## src/rtl/alu_disp_pkg.sv

```systemverilog
// Shared types, constants and the double-dabble step helper for the ALU result display.
package alu_disp_pkg;

   typedef enum logic [1:0] {
      ST_IDLE    = 2'd0,
      ST_CONVERT = 2'd1,
      ST_SHOW    = 2'd2
   } state_e;

   localparam int NUM_SHIFTS = 5;

   // Active-low segment codes, bit order g,f,e,d,c,b,a
   localparam logic [6:0] SEG_0     = 7'b1000000;
   localparam logic [6:0] SEG_1     = 7'b1111001;
   localparam logic [6:0] SEG_2     = 7'b0100100;
   localparam logic [6:0] SEG_3     = 7'b0110000;
   localparam logic [6:0] SEG_4     = 7'b0011001;
   localparam logic [6:0] SEG_5     = 7'b0010010;
   localparam logic [6:0] SEG_6     = 7'b0000010;
   localparam logic [6:0] SEG_7     = 7'b1111000;
   localparam logic [6:0] SEG_8     = 7'b0000000;
   localparam logic [6:0] SEG_9     = 7'b0010000;
   localparam logic [6:0] SEG_BLANK = 7'h7F;

   // One shift-add-3 iteration: returns {bcd, bin} after adjust and shift
   function automatic logic [12:0] dabble_step(input logic [7:0] bcd, input logic [4:0] bin);
      logic [7:0] adj;
      if (bcd[3:0] >= 4'd5) adj[3:0] = bcd[3:0] + 4'd3;
      else                  adj[3:0] = bcd[3:0];
      if (bcd[7:4] >= 4'd5) adj[7:4] = bcd[7:4] + 4'd3;
      else                  adj[7:4] = bcd[7:4];
      return {adj, bin} << 1;
   endfunction

endpackage

```

## src/rtl/bcd_to_seg7.sv

```systemverilog
// Combinational BCD digit to active-low seven-segment decoder; 10..15 are blank.
module bcd_to_seg7
   import alu_disp_pkg::*;
(
   input  logic [3:0] bcd,
   output logic [6:0] seg
);

   // digit lookup
   always_comb begin
      seg = SEG_BLANK;
      case (bcd)
         4'd0:    seg = SEG_0;
         4'd1:    seg = SEG_1;
         4'd2:    seg = SEG_2;
         4'd3:    seg = SEG_3;
         4'd4:    seg = SEG_4;
         4'd5:    seg = SEG_5;
         4'd6:    seg = SEG_6;
         4'd7:    seg = SEG_7;
         4'd8:    seg = SEG_8;
         4'd9:    seg = SEG_9;
         default: seg = SEG_BLANK;
      endcase
   end

endmodule

```

## src/rtl/alu_result_display.sv

```systemverilog
// Captures the ALU result on done rising, converts it to BCD serially and drives a
// multiplexed two-digit display. Define LEADING_ZERO_BLANK_EN to darken a zero tens digit.
module alu_result_display
   import alu_disp_pkg::*;
#(
   parameter int REFRESH_CNT = 50000
)(
   input  logic       clk,
   input  logic       reset,
   input  logic       done,
   input  logic [4:0] result,
   input  logic       cout,
   output logic [6:0] seg,
   output logic       dp,
   output logic [1:0] an,
   output logic       busy,
   output logic       valid
);

   localparam int CW = $clog2(REFRESH_CNT);

   state_e          state_r, nxt_state_s;
   logic            done_q_r, start_s;
   logic [4:0]      bin_r, nxt_bin_s;
   logic [7:0]      bcd_r, nxt_bcd_s;
   logic [2:0]      cnt_r, nxt_cnt_s;
   logic            conv_cout_r, nxt_conv_cout_s;
   logic            pend_r, nxt_pend_s;
   logic [5:0]      pend_val_r, nxt_pend_val_s;
   logic [3:0]      tens_r, nxt_tens_s, ones_r, nxt_ones_s;
   logic            disp_cout_r, nxt_disp_cout_s;
   logic            valid_r, nxt_valid_s, busy_r, nxt_busy_s;
   logic [CW-1:0]   refresh_r, nxt_refresh_s;
   logic            sel_r, nxt_sel_s;
   logic [12:0]     step_s;
   logic [3:0]      digit_s;
   logic [6:0]      code_s, nxt_seg_s;
   logic [1:0]      nxt_an_s;
   logic            nxt_dp_s;

   assign start_s = done & ~done_q_r;
   assign step_s  = dabble_step(bcd_r, bin_r);

   // conversion FSM, pending restart and refresh counter next-state logic
   always_comb begin
      nxt_state_s     = state_r;
      nxt_bin_s       = bin_r;
      nxt_bcd_s       = bcd_r;
      nxt_cnt_s       = cnt_r;
      nxt_conv_cout_s = conv_cout_r;
      nxt_pend_s      = pend_r;
      nxt_pend_val_s  = pend_val_r;
      nxt_tens_s      = tens_r;
      nxt_ones_s      = ones_r;
      nxt_disp_cout_s = disp_cout_r;
      nxt_valid_s     = valid_r;
      nxt_busy_s      = busy_r;
      case (state_r)
         ST_IDLE, ST_SHOW: begin
            if (start_s) begin
               nxt_state_s     = ST_CONVERT;
               nxt_bin_s       = result;
               nxt_conv_cout_s = cout;
               nxt_bcd_s       = 8'd0;
               nxt_cnt_s       = 3'd0;
               nxt_busy_s      = 1'b1;
            end else begin
               nxt_busy_s      = 1'b0;
            end
         end
         ST_CONVERT: begin
            nxt_bcd_s = step_s[12:5];
            nxt_bin_s = step_s[4:0];
            nxt_cnt_s = cnt_r + 3'd1;
            if (start_s) begin
               nxt_pend_s     = 1'b1;
               nxt_pend_val_s = {cout, result};
            end else begin
               nxt_pend_s     = pend_r;
            end
            if (cnt_r == 3'(NUM_SHIFTS - 1)) begin
               nxt_tens_s      = step_s[12:9];
               nxt_ones_s      = step_s[8:5];
               nxt_disp_cout_s = conv_cout_r;
               nxt_valid_s     = 1'b1;
               nxt_bcd_s       = 8'd0;
               nxt_cnt_s       = 3'd0;
               // an edge landing on the final iteration is newer than any pending value
               if (start_s) begin
                  nxt_bin_s       = result;
                  nxt_conv_cout_s = cout;
                  nxt_pend_s      = 1'b0;
               end else if (pend_r) begin
                  nxt_bin_s       = pend_val_r[4:0];
                  nxt_conv_cout_s = pend_val_r[5];
                  nxt_pend_s      = 1'b0;
               end else begin
                  nxt_state_s     = ST_SHOW;
                  nxt_busy_s      = 1'b0;
               end
            end else begin
               nxt_valid_s = valid_r;
            end
         end
         default: begin
            nxt_state_s = ST_IDLE;
            nxt_busy_s  = 1'b0;
         end
      endcase
      if (refresh_r == CW'(REFRESH_CNT - 1)) begin
         nxt_refresh_s = '0;
         nxt_sel_s     = ~sel_r;
      end else begin
         nxt_refresh_s = refresh_r + CW'(1);
         nxt_sel_s     = sel_r;
      end
   end

   assign digit_s = nxt_sel_s ? nxt_tens_s : nxt_ones_s;

   bcd_to_seg7 u_dec (
      .bcd (digit_s),
      .seg (code_s)
   );

   // display drive computed from next-state values so outputs update with the digits
   always_comb begin
      nxt_seg_s = SEG_BLANK;
      nxt_an_s  = 2'b11;
      nxt_dp_s  = 1'b1;
      if (!nxt_valid_s) begin
         nxt_seg_s = SEG_BLANK;
      end else if (nxt_sel_s) begin
         nxt_seg_s = code_s;
`ifdef LEADING_ZERO_BLANK_EN
         nxt_an_s  = (nxt_tens_s == 4'd0) ? 2'b11 : 2'b01;
`else
         nxt_an_s  = 2'b01;
`endif
      end else begin
         nxt_seg_s = code_s;
         nxt_an_s  = 2'b10;
         nxt_dp_s  = ~nxt_disp_cout_s;
      end
   end

   // state and registered outputs
   always_ff @(posedge clk or negedge reset) begin
      if (!reset) begin
         state_r     <= ST_IDLE;
         done_q_r    <= 1'b0;
         bin_r       <= 5'd0;
         bcd_r       <= 8'd0;
         cnt_r       <= 3'd0;
         conv_cout_r <= 1'b0;
         pend_r      <= 1'b0;
         pend_val_r  <= 6'd0;
         tens_r      <= 4'd0;
         ones_r      <= 4'd0;
         disp_cout_r <= 1'b0;
         valid_r     <= 1'b0;
         busy_r      <= 1'b0;
         refresh_r   <= '0;
         sel_r       <= 1'b0;
         seg         <= SEG_BLANK;
         an          <= 2'b11;
         dp          <= 1'b1;
      end else begin
         state_r     <= nxt_state_s;
         done_q_r    <= done;
         bin_r       <= nxt_bin_s;
         bcd_r       <= nxt_bcd_s;
         cnt_r       <= nxt_cnt_s;
         conv_cout_r <= nxt_conv_cout_s;
         pend_r      <= nxt_pend_s;
         pend_val_r  <= nxt_pend_val_s;
         tens_r      <= nxt_tens_s;
         ones_r      <= nxt_ones_s;
         disp_cout_r <= nxt_disp_cout_s;
         valid_r     <= nxt_valid_s;
         busy_r      <= nxt_busy_s;
         refresh_r   <= nxt_refresh_s;
         sel_r       <= nxt_sel_s;
         seg         <= nxt_seg_s;
         an          <= nxt_an_s;
         dp          <= nxt_dp_s;
      end
   end

   assign busy  = busy_r;
   assign valid = valid_r;

endmodule

```

## config.mk

```make
export PLATFORM = sky130hd
export DESIGN_NAME = alu_result_display
export DESIGN_NICKNAME = d
export VERILOG_FILES = /design/src/rtl/alu_disp_pkg.sv /design/src/rtl/bcd_to_seg7.sv /design/src/rtl/alu_result_display.sv
export SDC_FILE = /design/constraint.sdc
export NUM_CORES = 1
export LEC_CHECK = 0
export ABC_AREA = 1
export CAP_MARGIN = 40
export CORE_MARGIN = 5
export CORE_UTILIZATION = 59
export CTS_CLUSTER_DIAMETER = 50
export DETAILED_ROUTE_END_ITERATION = 10
export MAX_ROUTING_LAYER = met4
export PLACE_DENSITY = 0.79
export SLEW_MARGIN = 20
export SYNTH_ARGS = -nofsm -noshare
export SYNTH_HDL_FRONTEND = slang
export SYNTH_SLANG_ARGS = --single-unit
```

## constraint.sdc

```tcl
create_clock -name clk -period 2.4 [get_ports clk]
set_input_delay 0.48 -clock clk [delete_from_list [all_inputs] [get_ports clk]]
set_output_delay 0.48 -clock clk [all_outputs]
set_load 0.03 [all_outputs]
```

Word-level counts from Yosys, hierarchy flattened
Memories as Yosys holds them, arrays and structs flattened.
Cells that the tools add are included.
{ "totals": {"reg_bits": 65, "mem_bits_ro": 112, "in_bits": 9, "out_inout_bits": 12, "word_cells": 94, "memories": 1} }
{ "memory_table": {"columns": ["name", "words", "width", "rd", "rd_ports_with_merged_regs", "wr", "line_no", "source"], "rows": [
  ["(name not given)", 16, 7, 1, 0, 0, "bcd_to_seg7.sv:12", "case (bcd)"]
]} }
{ "op_classes": {"add_sub_neg": 4, "order_cmp": 2, "eq_ne": 9, "mux": 48, "bitwise_logic": 4, "reduce_logical": 8} }
{ "op_table": {"columns": ["op", "n"], "rows": [
  ["2-to-1 mux 4 bit", 6],
  ["2-to-1 mux 5 bit", 4],
  ["2-to-1 mux 1 bit", 19],
  ["adder 16 x 1 -> 16 bit, second input constant", 1],
  ["== test 16 bit, second input constant", 1],
  ["2-to-1 mux 16 bit", 1],
  ["2-to-1 mux 8 bit", 2],
  ["one-hot mux 8 bit (2 select lines)", 1],
  ["2-to-1 mux 2 bit", 6],
  ["one-hot mux 5 bit (2 select lines)", 1],
  ["2-to-1 mux 3 bit", 3],
  ["greater-or-equal comparator 4 x 3 -> 1 bit, second input constant", 2],
  ["inequality test 2 bit, second input constant", 4],
  ["AND reduction 4 bit", 2],
  ["2-to-1 mux 7 bit", 1],
  ["one-hot mux 3 bit (2 select lines)", 1],
  ["adder 4 x 2 -> 4 bit, second input constant", 1],
  ["one-hot mux 1 bit (2 select lines)", 2],
  ["one-hot mux 2 bit (2 select lines)", 1],
  ["AND reduction 2 bit", 2],
  ["adder 3 x 1 -> 3 bit, second input constant", 1],
  ["adder 3 x 2 -> 3 bit, second input constant", 1],
  ["== test 3 bit, second input constant", 1],
  ["inequality test 3 bit, second input constant", 1],
  ["8 further kinds", 10]
]} }

Logic depth before layout (Yosys ltp)
Gate-level depths: netlist of the first run.
An unclocked memory read counts as a cell.
{ "logic_depth": {"word_depth": 7, "ltp_mapped": 16, "depth_no_buf": 16} }

Modules after synthesis
A second synthesis of the first run with hierarchy kept.
{ "unflattened": {"hier_cells": 411, "area_unflattened_um2": 3380.7} }
{ "modules_own_cells": {"columns": ["mod", "n_inst", "cells_each", "area_each_um2", "seq_area_each_um2"], "rows": [
  ["alu_result_display", 1, 376, 3193.1, 1639.1],
  ["bcd_to_seg7", 1, 35, 187.7, 0.0]
]} }

Worst setup path after synthesis of the first run
OpenSTA, ideal clock, no wires.
{ "synth_path": {"kind": "reg-to-reg", "startpoint": "register cnt_r[0]", "endpoint": "register seg[5]", "setup_time_ns": 0.085, "arrival_ns": 1.868, "t_required_ns": 2.315, "setup_slack_ns": 0.448, "path_stages_with_launch": 15, "path_buffers": 0, "synth_period_minus_slack_ns": 1.952, "path_cell_list": "dfrtp_1 inv_1 ha_1 nand2_1 nor2_8 or2_2 o21ai_1 nand2_1 nand2_1 inv_1 ha_1 inv_1 nand3_1 nand3_1 nand3_1"} }
{ "synth_between": {"elab_chain_cells": 6, "word_cells_on_any_way": 10, "cone_classes": "1 x eq/ne; 8 x mux; 1 x memory"} }
{ "synth_lines": {"columns": ["item", "line_no", "source"], "rows": [
  ["start, declared", "alu_result_display.sv:26", "logic [2:0] cnt_r, nxt_cnt_s;"],
  ["start signal, assigned", "alu_result_display.sv:173", "cnt_r <= nxt_cnt_s;"],
  ["== test 3 bit (*)", "alu_result_display.sv:81", "if (cnt_r == 3'(NUM_SHIFTS - 1)) begin"],
  ["2-to-1 mux 4 bit", "alu_result_display.sv:81", null],
  ["2-to-1 mux 4 bit", "alu_result_display.sv:58", "case (state_r)"],
  ["2-to-1 mux 4 bit", "alu_result_display.sv:119", "assign digit_s = nxt_sel_s ? nxt_tens_s : nxt_ones_s;"],
  ["memory (16 x 7 bit)", null, null],
  ["2-to-1 mux 7 bit (*)", "alu_result_display.sv:131", "if (!nxt_valid_s) begin"],
  ["net nxt_seg_s[5]", "alu_result_display.sv:37", "logic [6:0] code_s, nxt_seg_s;"],
  ["end signal, assigned", "alu_result_display.sv:184", "seg <= nxt_seg_s;"],
  ["end, declared", "alu_result_display.sv:13", "output logic [6:0] seg,"]
]} }
Mark *: on every way through the listed nets, which the timed path passes. The rest lies on a longest branch.
A chain may end at the register's enable or synchronous reset.

Worst setup path after layout of the first run
{ "layout_path": {"startpoint": "register bcd_r[0]", "endpoint": "register seg[3]"} }
{ "layout_between": {"elab_chain_cells": 7, "word_cells_on_any_way": 10, "cone_classes": "1 x add/sub; 1 x order compare; 7 x mux; 1 x memory"} }
{ "layout_lines": {"columns": ["item", "line_no", "source"], "rows": [
  ["start, declared", "alu_result_display.sv:25", "logic [7:0] bcd_r, nxt_bcd_s;"],
  ["start signal, assigned", "alu_result_display.sv:172", "bcd_r <= nxt_bcd_s;"],
  ["adder 4 x 2 -> 4 bit / greater-or-equal comparator 4 x 3 -> 1 bit (equally long branches)", "alu_disp_pkg.sv:28", "if (bcd[3:0] >= 4'd5) adj[3:0] = bcd[3:0] + 4'd3;"],
  ["2-to-1 mux 4 bit (*)", "alu_disp_pkg.sv:28", null],
  ["2-to-1 mux 4 bit", "alu_result_display.sv:81", null],
  ["2-to-1 mux 4 bit", "alu_result_display.sv:58", null],
  ["2-to-1 mux 4 bit (*)", "alu_result_display.sv:119", null],
  ["memory (16 x 7 bit) (*)", null, null],
  ["2-to-1 mux 7 bit (*)", "alu_result_display.sv:131", null],
  ["net nxt_seg_s[3]", "alu_result_display.sv:37", null]
]} }
Marks and branches as above.

==> results of run 1 <==
[through the flow]
stage	setup WS (ps)	total power, mW	instance area [um^2]
after global routing	10.3	5.35	3960
after global placement	307	3.98	3750
after floorplan	448	3.46	3460
after detailed placement	238	4.02	3750
after CTS	233	4.89	3920
final	242	4.91	3960
[power by group]
| group | switching, mW | internal (mW) |
|---|---|---|
| clock network | 0.398 | 0.427 |
| registers | 0.153 | 1.51 |
| logic | 1.52 | 0.901 |
| total | 2.07 | 2.84 |
[kinds of logic (layout without fill, tap and decap cells)]
| family | after synthesis | after routing | synth area share (%) |
|---|---|---|---|
| compound gates | 56 | 56 | 9.98 |
| xor+xnor | 5 | 5 | 1.27 |
| fa+ha+maj | 12 | 12 | 4.34 |
| buf+inv | 67 | 106 | 7.88 |
| flops | 65 | 65 | 47.4 |
| mux | 5 | 5 | 1.63 |
| simple gates | 193 | 193 | 27.5 |
[flip-flops by register name, summed over array words and instances (netlist names), 2 cells and up]
signal,cells
state_r,2
tens_r,4
bcd_r,8
bin_r,5
seg,7
refresh_r,16
cnt_r,3
pend_val_r,6
ones_r,4
an,2
[synthesized netlist by cell type, types with 5 or more instances]
cell type,number,area share [%]
inv_1,54,5.9
xor2_1,5,1.3
nand2_2,9,1.6
mux2_2,5,1.6
nand4_1,8,1.4
inv_2,5,0.54
nor2_1,23,2.5
nand2_1,81,8.8
a21oi_1,11,1.6
ha_1,12,4.3
a31oi_1,5,0.90
dfstp_2,10,7.6
dfrtp_1,55,40
nor2_2,5,0.90
o21ai_0,21,3.0
nand2_4,5,1.6
nand3_1,45,6.5
[critical path, delay by kind of cell (launching register included)]
| family | cells | cell delay [ps] |
|---|---|---|
| and+or+nand+nor | 11 | 1030 |
| adders and majority gates | 2 | 510 |
| DFF | 1 | 400 |
| buffers and inverters | 2 | 170 |
[routing by layer]
| layer | routed length (um) | part of all wire [%] | vias up |
|---|---|---|---|
| met5 | 0 | 0 | - |
| met4 | 123 | 1.9 | 0 |
| met3 | 260 | 4.0 | 11 |
| met2 | 2990 | 46 | 55 |
| met1 | 3070 | 48 | 1239 |
| li1 | - | - | 1386 |
[final cells by class]
class	count	area (um^2)	share of cell area (%)
multi-input cells	271	1550	39.1
flip-flops and latches	65	1640	41.4
clock inverters	3	15.0	0.379
inverters	62	239	6.04
repair buffers	28	268	6.76
clock buffers	13	159	4.01
well taps	72	90.1	2.28
[worst paths after layout]
| path | to | cells past startpoint |
|---|---|---|
| max | seg[3] | 15 |
| min | refresh_r[9] | 1 |
| max reg2reg | seg[3] | 15 |
| min reg2reg | refresh_r[0] | 1 |
| max in group asynchronous | tens_r[2] | 2 |
| min in group clk | refresh_r[0] | 1 |
==> key figures, run 1 <==
Global routing
  • Global routing met2 resource utilization: 31.1%
  • GRT Resource Usage Total: 19.6%
  • Total overflow reported by the global router: 0
  • Via count of the first global-routing pass: 2,611
  • Global routing met3 resource utilization: 3.52%
  • Number of antenna violations at the first check in global routing: 0
  • Largest net degree at the start of global routing: 43
  • Met1 demand-to-capacity share in global routing: 24.9%
  • Global-route wire length before repair: 11,300 um
  • Most utilized layer in the global route result: met2

Power and ir drop
  • PD cells: 1240 mW/mm^2
  • LEAKAGE: 1.95 nW
  • VDD IR-drop max: 0.000763 V

Placement
  • Placed Cells incl. Taps: 493
  • Dpl hpwl: 4640 um
  • Weighted congestion at the end of routability-driven global placement: 0.925
  • Count of input and output buffers: 20

Final layout
  • Util after Layout: 70.6%
  • Antenna fix cells: 0
  • Commonest cells after routing, fill and taps aside: nand2_1, dfrtp_1, inv_1
  • Most common library cell in the layout ignoring fill and taps: nand2_1
  • Layout net count: 458
  • Share of post-route cells with drive strength above 1: 18.1%
  • Final cell count without fillers: 514
  • Syn-to-layout area delta: 14.4%
  • Fill count: 469

Worst setup path
  • Type of element capturing the critical path: flop
  • Cell with the largest stage delay on the worst path: dfrtp_1
  • Register-to-register path setup slack: 240 ps
  • CP peak stage delay: 400 ps
  • Max Fanout on Critical Path: 6
  • Arrival time worst endpoint: 2440 ps
  • Critical Path, Cell by Cell: inv_1 > ha_1 > inv_1 > nand2_1 > nand3_1 > nand2_1 > nand2_1 > nand2_1 > nand2_1 > nand2_1 > nand2_1 > ha_1 > nand3_1 > nand3_1 > nand3_1
  • CP required: 2680 ps
  • Reg-to-reg startpoint: bcd_r[0]
  • CP most frequent cell: nand2_1
  • Critical path type: flop to flop
  • Startpoint types: flop
  • Crit path launch: bcd_r[0]

Timing
  • Number of hold-slack violations in the final timing report: 0
  • Actual slew at the worst max-slew pin: 521 ps
  • Total negative setup slack: 0 ps
  • Upper clock frequency limit: 463 MHz
  • Max-slew violations: 0
  • Final setup violation count: 0
  • Post-layout minimum cycle time: 2160 ps
  • Setup repair after global routing missed its margin: no
  • Relative slew margins: 65.2%
  • Largest clock skew in the final design: 8.46 ps
  • Min Hold Slack: 108 ps
  • Ratio of final minimum period to clock period: 89.9%

Floorplanning
  • Count of pins on the block boundary: 21
  • Die width: 86.6 um
  • Number of core rows: 27
  • Starting utilization of the core area: 61.7%
  • Area of the die: 0.00750 mm^2
  • Height of the die: 86.6 um
  • Placeable Area: 0.00561 mm^2

Synth
  • Number of warning messages in the yosys log: 0
  • Total of flip-flops plus latches after synthesis: 65
  • Sequential area share after synthesis: 47.4%
  • Number of enable flip-flop cells after synthesis: 0
  • Async SR Flop Fraction: 100%
  • Post-Syn Area: 0.00346 mm^2
  • Number of cells produced by synthesis: 403
  • Count of cell types in the netlist: 39
  • Synth Area per Inst: 8.59 um^2
  • Most instantiated flip-flop cell in the synthesis netlist: dfrtp_1
  • Mapped Nets: 424

Clock tree
  • Cell chosen for the clock root: clkbuf_8
  • CTS tree: built
  • Num CTS Buffers: 9
  • Number of buffers added to fix hold violations after cts: 0
  • Clock latency reported for the late side of the worst-skew pair: 340 ps
  • Clock-pin slew reported for the worst setup and hold paths after clock tree synthesis: 70 ps
  • Deepest clock path buffer count: 2
  • Count of H-tree levels built during CTS: 3
  • Post-CTS setup buffer count: 0
  • Number of clock sinks: 65
  • Quantity of gates resized following cts: 0

Detailed routing
  • Per-cell via count in the routed design: 5.24
  • Post-DR wirelength/cell: 12.5 um
  • Via count of the routed design: 2,691
  • First DRT Iteration DRCs: 145
  • Post-route DRC violation count: 0
  • Post-DRT Antenna Nets: 0
  • Post-Route WL: 6440 um
  • Drt first pass iters: 4

Job
  • Max Cap Violations: 0

Hold path
  • Hold WC Path Type: input port to async pin

Run status
  • Status: complete, no violations
(Power assumes the default switching activity.)
==> run 2: changes to the inputs <==
- CORE_UTILIZATION: 59 -> 62
- CTS_BUF_LIST: not set -> sky130_fd_sc_hd__clkbuf_8
- PLACE_DENSITY: 0.79 -> 0.83
==> key figures, run 2 (synthesis gave the netlist of run 1 again) <==
Final layout
  • Antenna fix cells: 0 (unchanged)
  • Share of post-route cells with drive strength above 1: 18.0% (-0.10 points)
  • Util after Layout: 72.1% (+1.5 points)
  • Top flop regs: refresh_r x16, bcd_r x8, seg x7
  • Layout net count: 455 (-0.66%)
  • Register with the highest flop count: refresh_r
  • Final cell count without fillers: 511 (-0.58%)
  • Fill count: 423 (-9.8%)
  • Most common library cell in the layout ignoring fill and taps: nand2_1
  • Multi-input gate area: 0.00156 mm^2 (+0.65%)
  • Commonest cells after routing, fill and taps aside: nand2_1, inv_1, dfrtp_1
  • Number of flip-flops in the largest register: 16 (unchanged)
  • Area occupied by registers: 0.00164 mm^2 (unchanged)
  • Syn-to-layout area delta: 14.0%

Timing
  • Number of hold-slack violations in the final timing report: 0 (unchanged)
  • Final setup violation count: 0 (unchanged)
  • Upper clock frequency limit: 464 MHz (about the same)
  • Max-slew violations: 0 (unchanged)
  • Actual slew at the worst max-slew pin: 524 ps (+2.80 ps)
  • Largest clock skew in the final design: 8.60 ps (+0.144 ps)
  • Post-layout minimum cycle time: 2160 ps (-1.67 ps)
  • Relative slew margins: 65.0% (-0.19 points)
  • Total negative setup slack: 0 ps (unchanged)
  • Setup repair after global routing missed its margin: no
  • Ratio of final minimum period to clock period: 89.9% (about the same)

Floorplanning
  • Height of the die: 84.7 um (-2.2%)
  • Die width: 84.7 um (-2.2%)
  • Starting utilization of the core area: 63.2% (+1.5 points)
  • Area of the die: 0.00718 mm^2 (-4.3%)
  • Placeable Area: 0.00547 mm^2 (-2.4%)
  • Number of core rows: 27 (unchanged)
  • Count of pins on the block boundary: 21 (unchanged)

Clock tree
  • Count of H-tree levels built during CTS: 3 (unchanged)
  • Number of clock sinks: 65 (unchanged)
  • Cell chosen for the clock root: clkbuf_8
  • Clock latency reported for the late side of the worst-skew pair: 340 ps (about the same)
  • CTS tree: built
  • Clock-pin slew reported for the worst setup and hold paths after clock tree synthesis: 70 ps (about the same)
  • Num CTS Buffers: 9 (unchanged)
  • Deepest clock path buffer count: 2 (unchanged)

Power and ir drop
  • LEAKAGE: 1.95 nW (about the same)
  • PD cells: 1250 mW/mm^2 (+0.49%)
  • VDD IR-drop max: 0.000809 V (+6.0%)
  • Tot Pwr: 4.92 mW (+0.17%)

Global routing
  • Largest net degree at the start of global routing: 44 (+2.3%)
  • Number of antenna violations at the first check in global routing: 0 (unchanged)
  • Most utilized layer in the global route result: met2
  • Met1 demand-to-capacity share in global routing: 27.2% (+2.2 points)
  • Global routing met3 resource utilization: 3.63% (+0.11 points)
  • Global routing met2 resource utilization: 34.9% (+3.8 points)
  • Via count of the first global-routing pass: 2,924 (+12%)
  • Global-route wire length before repair: 12,500 um (+10%)
  • GRT Resource Usage Total: 21.9% (+2.3 points)
  • Total overflow reported by the global router: 0 (unchanged)

Detailed routing
  • First DRT Iteration DRCs: 122 (-16%)
  • Post-DR wirelength/cell: 13.5 um (+7.7%)
  • Post-route DRC violation count: 0 (unchanged)
  • Post-Route WL: 6890 um (+7.0%)
  • Drt first pass iters: 4 (unchanged)
  • Via count of the routed design: 2,782 (+3.4%)
  • Post-DRT Antenna Nets: 0 (unchanged)
  • Per-cell via count in the routed design: 5.44 (+4.0%)

Worst setup path
  • Type of element capturing the critical path: flop
  • Arrival time worst endpoint: 2420 ps (-20 ps)
  • CP required: 2660 ps (-20 ps)
  • Buffers plus inverters on the worst setup path: 3 (+1)
  • CP peak stage delay: 350 ps (-50 ps)
  • Stages on the worst setup path: 14 (-1)
  • Max Fanout on Critical Path: 15 (+9)
  • Critical Path, Cell by Cell: inv_1 > ha_1 > nand2_1 > nor2_8 > or2_2 > o21ai_1 > nand2_1 > nand2_1 > inv_1 > ha_1 > inv_1 > nand3_1 > nand3_1 > nand3_1
  • Gate family responsible for the most delay along the worst path: simple AND/OR/NAND/NOR gates
  • Worst r2r path cells: 14 (-1)
  • Cell with the largest stage delay on the worst path: dfrtp_1
  • Critical path type: flop to flop
  • Startpoint types: flop

Job
  • Max Cap Violations: 0 (unchanged)

Placement
  • Placed Cells incl. Taps: 493 (unchanged)
  • Weighted congestion at the end of routability-driven global placement: 0.907 (-2.0%)
  • Dpl hpwl: 4930 um (+6.1%)
  • Count of input and output buffers: 20 (unchanged)

Hold path
  • Hold WC Path Type: input port to async pin

Run status
  • Status: complete, no violations
run 2: final timing paths:
| check | start | to | slack [ps] |
|---|---|---|---|
| min reg2reg | refresh_r[0] | refresh_r[0] | 460 |
| max in group asynchronous | reset | cnt_r[2] | 1690 |
| min in group clk | refresh_r[0] | refresh_r[0] | 460 |
| max | cnt_r[0] | seg[5] | 240 |
| min | reset | refresh_r[9] | 110 |
| max reg2reg | cnt_r[0] | seg[5] | 240 |
run 2: area by class of cell:
cell class	count	area share, %
Sequential cell	65	41.5
Multi-Input combinational cell	271	39.5
Timing Repair Buffer	25	6.21
Inverter	62	6.06
Clock buffer	11	3.84
Tap cell	72	2.28
Clock inverter	5	0.571
run 2: power breakdown:
part / total (mW) / internal, mW / switching, mW
logic: 2.42 / 0.885 / 1.53
clock network: 0.827 / 0.419 / 0.408
registers: 1.68 / 1.51 / 0.165
run 2: stage by stage:
step | hold slack, ps | worst slack, ps | cell area (um^2)
after floorplan | 184 | 448 | 3460
after global placement | 454 | 304 | 3750
after detailed placement | 454 | 195 | 3750
after CTS | 123 | 174 | 3920
after global routing | 163 | 8.08 | 3950
final | 110 | 243 | 3950
run 2: routing by layer:
| metal | part of all wire, % | up-vias |
|---|---|---|
| li1 | - | 1375 |
| met1 | 45 | 1333 |
| met2 | 48 | 57 |
| met3 | 4.2 | 17 |
| met4 | 2.2 | 0 |
| met5 | 0 | - |
run 2: repair_timing:
action                                  CTS  global route
setup buffers                             0             2
resized for setup                         0             2
endpoints found under the hold margin     0             0
hold buffers                              0             0
endpoints found under the setup margin    0             4
